--- config.mk ---
export PLATFORM = sky130hd
export DESIGN_NAME = booth_mult_seq
export DESIGN_NICKNAME = d
export VERILOG_FILES = /design/src/rtl/booth_mult_seq.sv
export SDC_FILE = /design/constraint.sdc
export NUM_CORES = 1
export LEC_CHECK = 0
export ABC_CLOCK_PERIOD_IN_PS = 8330
export CAP_MARGIN = 40
export CELL_PAD_IN_SITES_DETAIL_PLACEMENT = 1
export CELL_PAD_IN_SITES_GLOBAL_PLACEMENT = 1
export CORE_UTILIZATION = 46
export CTS_BUF_LIST = sky130_fd_sc_hd__clkbuf_8
export DETAILED_ROUTE_END_ITERATION = 8
export PLACE_DENSITY_LB_ADDON = 0.05
export SKIP_LAST_GASP = 1
export SYNTH_ARGS = -nofsm -noshare
export SYNTH_HDL_FRONTEND = slang
export SYNTH_SLANG_ARGS = --single-unit
export TNS_END_PERCENT = 50
--- constraint.sdc ---
create_clock -name clk -period 8.33 [get_ports clk]
set_input_delay 1.666 -clock clk [delete_from_list [all_inputs] [get_ports clk]]
set_output_delay 1.666 -clock clk [all_outputs]
set_load 0.01 [all_outputs]
--- src/rtl/booth_mult_seq.sv ---
// rtl/booth_mult_seq.sv - sequential radix-2 Booth signed multiplier, one step per clock
module booth_mult_seq #(
    parameter int WIDTH = 8
) (
    input  logic               clk,
    input  logic               rst,
    input  logic               start,
    input  logic [WIDTH-1:0]   multiplicand,
    input  logic [WIDTH-1:0]   multiplier,
    output logic               busy,
    output logic               done,
    output logic [2*WIDTH-1:0] product,
    output logic               mult_sel,
    output logic               mult_op
);
    localparam int CW = $clog2(WIDTH + 1);

    typedef enum logic [1:0] {IDLE, CALC, DONE} state_t;

    state_t           state;
    logic [WIDTH:0]   a;
    logic [WIDTH:0]   m;
    logic [WIDTH-1:0] q;
    logic             q_1;
    logic [CW-1:0]    cnt;

    logic [WIDTH:0]     a_sum;
    logic [2*WIDTH+1:0] shifted;

    // Booth recode of {Q[0],q_1}, then arithmetic shift of {A,Q,q_1}; the old q_1 drops off
    always_comb begin
        a_sum = a;
        case ({q[0], q_1})
            2'b10:   a_sum = a - m;
            2'b01:   a_sum = a + m;
            default: a_sum = a;
        endcase
        shifted = {a_sum[WIDTH], a_sum, q};
    end

    always_ff @(posedge clk or posedge rst) begin
        if (rst) begin
            state    <= IDLE;
            a        <= '0;
            m        <= '0;
            q        <= '0;
            q_1      <= 1'b0;
            cnt      <= '0;
            mult_sel <= 1'b0;
            done     <= 1'b0;
            product  <= '0;
        end else begin
            case (state)
                IDLE: begin
                    done <= 1'b0;
                    if (start) begin
                        a        <= '0;
                        q        <= multiplier;
                        q_1      <= 1'b0;
                        m        <= {multiplicand[WIDTH-1], multiplicand};
                        cnt      <= CW'(WIDTH);
                        mult_sel <= 1'b1;
                        state    <= CALC;
                    end
                end
                CALC: begin
                    a   <= shifted[2*WIDTH+1:WIDTH+1];
                    q   <= shifted[WIDTH:1];
                    q_1 <= shifted[0];
                    cnt <= cnt - CW'(1);
                    // final step: publish the product so it is valid during the DONE cycle
                    if (cnt == CW'(1)) begin
                        state    <= DONE;
                        mult_sel <= 1'b0;
                        done     <= 1'b1;
                        product  <= shifted[2*WIDTH:1];
                    end
                end
                DONE: begin
                    done  <= 1'b0;
                    state <= IDLE;
                end
                default: state <= IDLE;
            endcase
        end
    end

    assign busy    = mult_sel;
    assign mult_op = mult_sel & q[0] & ~q_1;

endmodule

==> results by group, run 1 <==
Logic synthesis
  – Share of synthesized flip-flops with an asynchronous set or reset: 100%
  – Post-Syn Instances: 297
  – YS warnings: 0
  – Cell Area, Synth: 2620 sq um
  – Post-synth EDFFs: 0
  – Seq cells post-synth: 49
  – Library cells used by synthesis: 43
  – Mapped Nets: 330
  – Post-Syn Area per Cell: 8.81 sq um
  – Register area share after synthesis: 46.8%
  – Synth Flop Type: dfrtp_1

Critical path
  – CP arrival: 3.52 ns
  – Reg2reg path depth: 10
  – Setup crit start: start
  – Critical Path End Type: flop
  – Worst path required time: 8.51 ns
  – Reg2Reg Setup Slack: 5.19 ns
  – Slowest Stage Delay on Critical Path: 0.63 ns
  – Worst reg2reg path endpoint: product[15]$_DFFE_PP0P_
  – Worst setup path category: input pin to flop
  – Critical path launch point type: input pin
  – CP max-delay cell: and2_1
  – Reg2reg start: m[2]$_DFFE_PP0P_
  – Crit Path Max Fanout: 21
  – CP Cell Sequence: clkdlybuf4s50_1 -> and2_1 -> nor2_1 -> a31oi_1 -> o21ai_1

Routing
  – Routed Antenna Nets: 0
  – Average wire per standard cell: 16.5 um
  – Vias per cell: 5.48
  – First-pass DRT Iterations: 4
  – Drt first-iter violations: 97
  – Residual DRC: 0
  – DRT Wirelength: 6680 um
  – Vias: 2220

Floorplanning
  – Core Rows: 27
  – Starting Density: 47.5%
  – Die width: 77.4 um
  – Core area: 5510 sq um
  – Total die area: 6000 sq um
  – IO Pins: 39
  – DIE HEIGHT: 77.4 um

Placed design
  – IO buf count: 38
  – Final HPWL DP: 4990 um
  – GPL Wtd Cong: 0.911

Cells and area
  – Nets: 366
  – Final core occ: 57.5%
  – Layout cells sized above 1: 4.50%
  – Syn-to-layout area delta: 21.0%
  – ANT cells: 0

Clock network
  – CTS Root Cell: clkbuf_8
  – Post-cts repair resize count: 0
  – TritonCTS buffer count: 5
  – H-tree depth: 2
  – Clock sink total: 49
  – Clock Tree Buf Depth: 2
  – Worst-Skew Late Latency: 0.30 ns
  – Clk pin slew, worst setup/hold paths: 0.10 ns
  – # hold bufs at CTS: 0
  – Post-CTS Setup Bufs: 0
  – CTS tree: built

Pwr
  – Overall Power: 1.58 mW
  – PD cells: 498 nW/um^2
  – Max rail drop VDD: 0.245 mV
  – Lkg Pwr: 1.48 nW

STA
  – RSZ-0062 raised after global routing: false
  – Pins Over Slew Limit: 0
  – Setup TNS: 0 ns
  – Max_slew headroom: 46.3%
  – Final min period: 3.34 ns
  – Worst slew pin tran: 0.806 ns
  – Final period util: 40.1%
  – Skew final: 0.00883 ns
  – Final setup vio count: 0
  – Final hold violations: 0
  – Fmax: 0.299 GHz

Status
  – Status: completed

Global routing
  – Grt total ovfl: 0
  – Antenna violations before repair: 0
  – Gr usage total: 23.7%
  – Vias in the first global route: 2354
  – First-pass GRT wire length: 11200 um
  – Largest net degree at the start of global routing: 38

Hold path
  – Hold path depth: 2
  – WHS Endpoint: product[6]$_DFFE_PP0P_
  – Hold WC Path Type: flop to flop
  – HP Start: product[6]$_DFFE_PP0P_

Run
  – # Max-Cap Violations: 0
cell usage after synthesis, types with 2 or more instances:
cell	n	area, sq um
a21o_1	5	37.5
o21ai_0	24	120
dfrtp_1	49	1230
buf_4	2	15.0
nand2_1	80	300
a211oi_1	3	22.5
nor2_1	16	60.1
a31oi_1	2	12.5
mux2i_1	3	30.0
xor2_1	8	70.1
nand2b_1	2	12.5
mux2_2	2	22.5
o21ai_1	2	10.0
a211o_1	2	17.5
nor3_1	11	55.1
a221o_1	2	20.0
a22oi_1	6	45.0
nand4_1	2	12.5
xnor2_1	2	17.5
nand3_1	14	70.1
ha_1	13	163
nor2b_1	3	18.8
a21oi_1	6	30.0
clkbuf_1	8	30.0
inv_1	12	45.0
cells in the final DEF, fill, tap and decap left out, drive strengths merged, types with 2 or more instances in the layout:
master,count
a221o,2
ha,13
a22oi,6
dfrtp,49
nor3,11
clkbuf,5
clkinv,2
inv,12
a211oi,3
a211o,2
buf,3
nand4,2
nor2b,3
nand2b,2
xor2,8
a21o,5
o21ai,26
a31oi,2
clkdlybuf4s50,38
mux2i,3
mux2,2
xnor2,2
nor2,16
nand3,14
a21oi,6
nand2,80
logic make-up after synthesis:
logic type	share of synthesized area, %
and+or+nand+nor	22.0
muxes	2.01
AOI/OAI and AO/OA	14.6
xor gates and xnor gates	3.35
adders and majority gates	6.98
DFF	46.8
buffers and inverters	4.21
worst max-delay path by stage:
| stage | end | slack, ns | cells past startpoint |
|---|---|---|---|
| detailed placement | q[7]$_DFFE_PP0P_ | 4.67 | 4 |
| floorplan | a[0]$_DFFE_PP0P_ | 5.49 | 1 |
| global placement | q[7]$_DFFE_PP0P_ | 4.75 | 4 |
| global route | a[7]$_DFFE_PP0P_ | 4.85 | 5 |
| CTS | a[7]$_DFFE_PP0P_ | 4.97 | 5 |
| finish | a[7]$_DFFE_PP0P_ | 4.99 | 5 |
stage by stage:
stage                     cells  setup WS [ns]  instance area [sq um]  hold WS [ns]
after floorplan             297           5.49                   2620         0.457
after CTS                   405           4.97                   3170         0.496
after detailed placement    398           4.67                   3080         0.470
final                       405           4.99                   3170         0.487
after global routing        405           4.85                   3170         0.524
after global placement      395           4.75                   3030         0.460
worst max-delay path: cells and delay by family:
family	cells	cell delay [ns]
AOI/OAI and AO/OA	2	0.38
and+or+nand+nor	2	1.00
buffers and inverters	1	0.47
final cells by class:
cell class,instances,area (sq um)
Fill cell,659,2340
Sequential cell,49,1230
Multi-Input combinational cell,223,1280
Clock buffer,5,68.8
Tap cell,72,90.1
Timing Repair Buffer,41,435
Clock inverter,2,16.3
Inverter,13,48.8
state kept, by name, indices dropped and copies added (netlist names):
register and cells:
a 8, busy 1, cnt 4, done 1, m 8, product 16
q 8, q_1 1, state 2
report_power, final:
part	leakage (nW)	internal [mW]	switching [mW]
sequential	0.608	0.353	0.0947
combinational	0.835	0.421	0.566
clock	0.0402	0.0582	0.0840
layer usage:
| metal | vias up | part of all wire (%) | GRT usage (%) | wire (um) |
|---|---|---|---|---|
| li1 | 1086 | - | - | - |
| met1 | 1077 | 44 | 29.5 | 2920 |
| met2 | 49 | 51 | 42.9 | 3430 |
| met3 | 8 | 3.9 | 3.53 | 262 |
| met4 | 0 | 1.1 | 5.85 | 72 |
| met5 | - | 0 | 0 | 0 |
Note: power is estimated with default switching activity, not from simulation.
==> run 2: changes to the inputs <==
Settings changed: ABC_CLOCK_PERIOD_IN_PS 8330 to 2800, CORE_UTILIZATION 46 to 38.
Clock period 8.33 ns to 2.8 ns, I/O delays scaled along.
==> run 2 against run 1 <==
- the run now ends with negative setup slack left
- wire length increased by 4.8%
- die area up 20%
- global-route usage down 2.8 points
- clock-buffer cell count grew 1
- sequential cell count did not move
- first-iteration DRC count increased by 15%
- sequential share of layout area is 1.9 points lower
- largest cell class unchanged
==> results by group, run 2 (synthesis results as in run 1) <==
Cells and area
  – Syn-to-layout area delta: 27.3%
  – Nets: 383
  – Number of flip-flops under the largest register name: 16
  – Largest Register: product
  – Layout cells sized above 1: 11.7%
  – Commonest non-fill, non-tap cells in the layout: nand2_1 (80), dfrtp_1 (49), clkdlybuf4s50_1 (38), o21ai_0 (24), buf_4 (19)
  – Fill cells: 783
  – Commonest non-fill, non-tap cell in the layout: nand2_1
  – ANT cells: 0

Critical path
  – CP max-delay cell: or4_4
  – Worst setup path category: flop to flop
  – Worst path required time: 3.05 ns
  – CP Cell Sequence: or3_4 -> nor3_4 -> nor2_2 -> xor2_1 -> ha_1 -> a21o_1 -> a31o_1 -> or4_4 -> a211o_1 -> nand3_1
  – CP arrival: 3.10 ns
  – Crit Path Max Fanout: 4
  – Critical Path End Type: flop
  – Slowest Stage Delay on Critical Path: 0.55 ns
  – Critical path launch point type: flop

STA
  – Worst slew pin tran: 0.789 ns
  – Fmax: 0.351 GHz
  – Final period util: 102%
  – Final min period: 2.85 ns
  – Final setup vio count: 2
  – Pins Over Slew Limit: 0
  – Final hold violations: 0
  – Hold slack: 0.481 ns
  – Final worst slack: -0.0526 ns
  – RSZ-0062 raised after global routing: true
  – Max_slew headroom: 47.4%
  – Skew final: 0.00553 ns

Clock network
  – # hold bufs at CTS: 0
  – Clock sink total: 49
  – Worst-Skew Late Latency: 0.31 ns
  – CTS tree: built
  – TritonCTS buffer count: 5
  – Clk pin slew, worst setup/hold paths: 0.09 ns
  – CTS Root Cell: clkbuf_8
  – H-tree depth: 2
  – Clock Tree Buf Depth: 2

Routing
  – DRT Wirelength: 7000 um
  – Routed Antenna Nets: 0
  – First-pass DRT Iterations: 4
  – Residual DRC: 0
  – Vias per cell: 5.32
  – Vias: 2276
  – Drt first-iter violations: 112
  – Average wire per standard cell: 16.4 um

Floorplanning
  – Total die area: 7220 sq um
  – Core area: 6490 sq um
  – Starting Density: 40.3%
  – DIE HEIGHT: 85.0 um
  – IO Pins: 39
  – Die width: 85.0 um
  – Core Rows: 29

Placed design
  – IO buf count: 38
  – GPL Wtd Cong: 0.870
  – Final HPWL DP: 5080 um

Global routing
  – Vias in the first global route: 2318
  – Grt total ovfl: 0
  – Gr usage total: 21.0%
  – Antenna violations before repair: 0
  – Largest net degree at the start of global routing: 27
  – First-pass GRT wire length: 11700 um

Status
  – Violated checks: negative setup slack
  – Status: complete, but fails checks

Run
  – # Max-Cap Violations: 0

Hold path
  – Hold WC Path Type: flop to flop
-- run 2: changes by cell type in the layout (fill, tap and decap cells not counted), moves of 2 or more --
cell / delta
ha_1: -2
nor2_2: +2
buf_4: +18
nor2_1: -2
ha_2: +2
-- run 2: layer usage --
metal	wire length [um]	global-route usage (%)	vias up
li1	-	-	1118
met1	3300	28.3	1119
met2	3440	34.8	32
met3	171	3.21	7
met4	85	6.47	0
met5	0	0	-
-- run 2: stage by stage --
| step | utilization, % | std cells | setup WS [ns] | area (sq um) | setup TNS [ns] |
|---|---|---|---|---|---|
| 6_report | 51.3 | 428 | -0.0526 | 3330 | -0.101 |
| 5_1_grt | 51.3 | 428 | -0.173 | 3330 | -0.531 |
| 4_1_cts | 50.5 | 424 | -0.00356 | 3280 | -0.00356 |
| 3_5_place_dp | 48.6 | 414 | -0.0117 | 3160 | -0.0221 |
| 3_3_place_gp | 48.6 | 414 | 0.0665 | 3160 | 0 |
| 2_1_floorplan | - | 297 | 0.0200 | 2620 | 0 |
-- run 2: worst paths after layout --
| check | endpoint | from | cells past startpoint | slack, ns |
|---|---|---|---|---|
| min | product[12]$_DFFE_PP0P_ | product[12]$_DFFE_PP0P_ | 2 | 0.48 |
| max reg2reg | product[15]$_DFFE_PP0P_ | m[2]$_DFFE_PP0P_ | 10 | -0.05 |
| max | product[15]$_DFFE_PP0P_ | m[2]$_DFFE_PP0P_ | 10 | -0.05 |
| min in group asynchronous | a[2]$_DFFE_PP0P_ | rst | 2 | 0.62 |
| min reg2reg | product[12]$_DFFE_PP0P_ | product[12]$_DFFE_PP0P_ | 2 | 0.48 |
| max in group asynchronous | state[0]$_DFFE_PP0P_ | rst | 3 | 1.64 |
-- run 2: what timing repair did --
item / 4_1_cts / 5_1_grt
setup buffers: 2 / 4
gates resized for setup: 3 / 6
endpoints found under the setup margin: 3 / 6
pin swaps: 4 / 7
-- run 2: cell type report --
class / count / area, sq um / share of cell area (%)
multi-input combinational: 223 / 1320 / 39.6
sequential: 49 / 1230 / 36.8
inverter: 13 / 48.8 / 1.46
timing repair buffer: 58 / 543 / 16.3
tap: 77 / 96.3 / 2.89
clock buffer: 6 / 82.6 / 2.48
clock inverter: 2 / 16.3 / 0.488
-- run 2: worst max-delay path, delay by kind of cell, from the launching register on --
kind                     cells  cell delay (ns)
AND/OR/NAND/NOR              5             1.22
XOR/XNOR                     1             0.15
flip-flops                   1             0.39
adder cells (fa/ha/maj)      1             0.32
AO/OA/AOI/OAI                3             0.70
Power of run 2 is left out: the tool's default activity adds up to more than one toggle a clock period on the data nets, which glitch-free logic cannot reach.
==> run 3: changes to the inputs <==
Settings changed: CELL_PAD_IN_SITES_DETAIL_PLACEMENT 1 to unset, CELL_PAD_IN_SITES_GLOBAL_PLACEMENT 1 to unset, CORE_UTILIZATION 38 to 51.
==> run 3 against run 2 <==
- the run now ends clean
- clock-buffer cell count increased by 1
- utilization grew 16 points
- hold slack got worse by 0.0035 ns
- die area is 25% lower
- non-clock buffer count is 8 lower
- largest cell class unchanged
==> results by group, run 3 (synthesis results as in run 1) <==
Routing
  – Average wire per standard cell: 13.8 um
  – DRT Wirelength: 5660 um
  – Routed Antenna Nets: 0
  – Vias per cell: 5.28
  – Residual DRC: 0
  – First-pass DRT Iterations: 4
  – Vias: 2164
  – Drt first-iter violations: 102

Floorplanning
  – Starting Density: 54.3%
  – DIE HEIGHT: 73.6 um
  – Die width: 73.6 um
  – Total die area: 5420 sq um
  – Core area: 4820 sq um
  – IO Pins: 39
  – Core Rows: 25

Cells and area
  – Nets: 375
  – Syn-to-layout area delta: 24.4%
  – Fill cells: 433
  – Number of flip-flops under the largest register name: 16
  – Largest Register: product
  – Final core occ: 67.6%
  – Commonest non-fill, non-tap cells in the layout: nand2_1 (80), dfrtp_1 (48), clkdlybuf4s50_1 (38), o21ai_0 (24), nor2_1 (16)
  – Post-route cell area: 3260 sq um
  – Commonest non-fill, non-tap cell in the layout: nand2_1
  – ANT cells: 0
  – Fin cells: 410
  – Layout cells sized above 1: 8.75%

Critical path
  – Setup crit start: m[2]$_DFFE_PP0P_
  – Critical path launch point type: flop
  – CP Cell Sequence: or3_4 -> nor3_4 -> nor2_1 -> xor2_1 -> ha_1 -> buf_6 -> nand4_1 -> a211oi_1 -> or4_4 -> a211o_1 -> o21ai_1
  – Worst reg2reg path endpoint: a[7]$_DFFE_PP0P_
  – CP arrival: 2.96 ns
  – Reg2reg path depth: 11
  – Worst setup path category: flop to flop
  – CP max-delay cell: or4_4
  – Critical Path End Type: flop
  – Slowest Stage Delay on Critical Path: 0.55 ns
  – Reg2reg start: m[2]$_DFFE_PP0P_
  – Top delay family on crit path: simple AND/OR/NAND/NOR gates
  – Worst path required time: 3.03 ns
  – Reg2Reg Setup Slack: 0.07 ns
  – Buf+Inv Stages, Crit Path: 1
  – Crit Path Max Fanout: 5

Clock network
  – Worst-Skew Late Latency: 0.30 ns
  – CTS tree: built
  – Clock Tree Buf Depth: 2
  – H-tree depth: 2
  – Clk pin slew, worst setup/hold paths: 0.09 ns
  – Clock sink total: 49
  – TritonCTS buffer count: 5
  – Post-cts repair resize count: 0
  – Post-CTS Setup Bufs: 0
  – CTS Root Cell: clkbuf_8
  – # hold bufs at CTS: 0

Hold path
  – Hold path depth: 2
  – Hold WC Path Type: flop to flop
  – WHS Endpoint: product[0]$_DFFE_PP0P_
  – HP Start: product[0]$_DFFE_PP0P_

Placed design
  – Placement Cell Area: 3130 sq um
  – GPL Wtd Cong: 0.847
  – Final HPWL DP: 4030 um
  – Inst Count DP: 402
  – IO buf count: 38

STA
  – Final hold violations: 0
  – RSZ-0062 raised after global routing: true
  – Final min period: 2.73 ns
  – Fmax: 0.367 GHz
  – Skew final: 0.0113 ns
  – Max_slew headroom: 48.0%
  – Final setup vio count: 0
  – Setup TNS: 0 ns
  – Pins Over Slew Limit: 0
  – Final period util: 97.4%
  – Worst slew pin tran: 0.780 ns

Global routing
  – Grt total ovfl: 0
  – First-pass GRT wire length: 9760 um
  – Vias in the first global route: 2170
  – Largest net degree at the start of global routing: 38
  – Antenna violations before repair: 0
  – Gr usage total: 23.7%

Pwr
  – Max rail drop VDD: 0.775 mV
  – Overall Power: 4.90 mW
  – Lkg Pwr: 1.54 nW
  – PD cells: 1500 nW/um^2

Status
  – Status: completed

Run
  – # Max-Cap Violations: 0
-- run 3: cell count changes in the layout (fill, tap and decap cells not counted), sizes merged --
cell      delta
buf          -8
clkbuf       +1
clkinv       +1
clkinvlp     -1
inv          -1
-- run 3: worst min-delay path: stages, from the launching register on --
cell     delay [ns]
dfrtp_1        0.35
nand2_1        0.05
nand2_1        0.05
-- run 3: per-layer routing --
layer / routed length, um / vias up / global-route usage, %
li1: - / 1106 / -
met1: 2700 / 1017 / 31.2
met2: 2750 / 34 / 40.7
met3: 162 / 7 / 3.70
met4: 53 / 0 / 6.41
met5: 0 / - / 0
-- run 3: worst max path at each step --
| stage | end | slack (ns) | cells after the start |
|---|---|---|---|
| floorplan | product[15]$_DFFE_PP0P_ | 0.02 | 10 |
| global route | product[15]$_DFFE_PP0P_ | -0.08 | 11 |
| detailed placement | product[15]$_DFFE_PP0P_ | 0.05 | 10 |
| global placement | product[15]$_DFFE_PP0P_ | 0.09 | 10 |
| finish | a[7]$_DFFE_PP0P_ | 0.07 | 11 |
| CTS | a[7]$_DFFE_PP0P_ | 0.03 | 10 |
-- run 3: area by class of cell --
type	instances	area, sq um	area share, %
Clock buffer	7	96.3	2.96
Clock inverter	1	5.00	0.154
Inverter	13	48.8	1.50
Multi-Input combinational cell	223	1310	40.1
Sequential cell	49	1230	37.7
Tap cell	67	83.8	2.57
Timing Repair Buffer	50	490	15.1
-- run 3: through the flow --
step	worst slack [ns]	hold slack, ns
after floorplan	0.0200	0.457
after global placement	0.0919	0.456
after detailed placement	0.0502	0.461
after CTS	0.0303	0.482
after global routing	-0.0815	0.511
final	0.0724	0.477
-- run 3: power by group --
group / total (mW) / switching, mW / internal [mW]
clock: 0.456 / 0.232 / 0.224
sequential: 1.31 / 0.259 / 1.05
combinational: 3.13 / 1.68 / 1.45
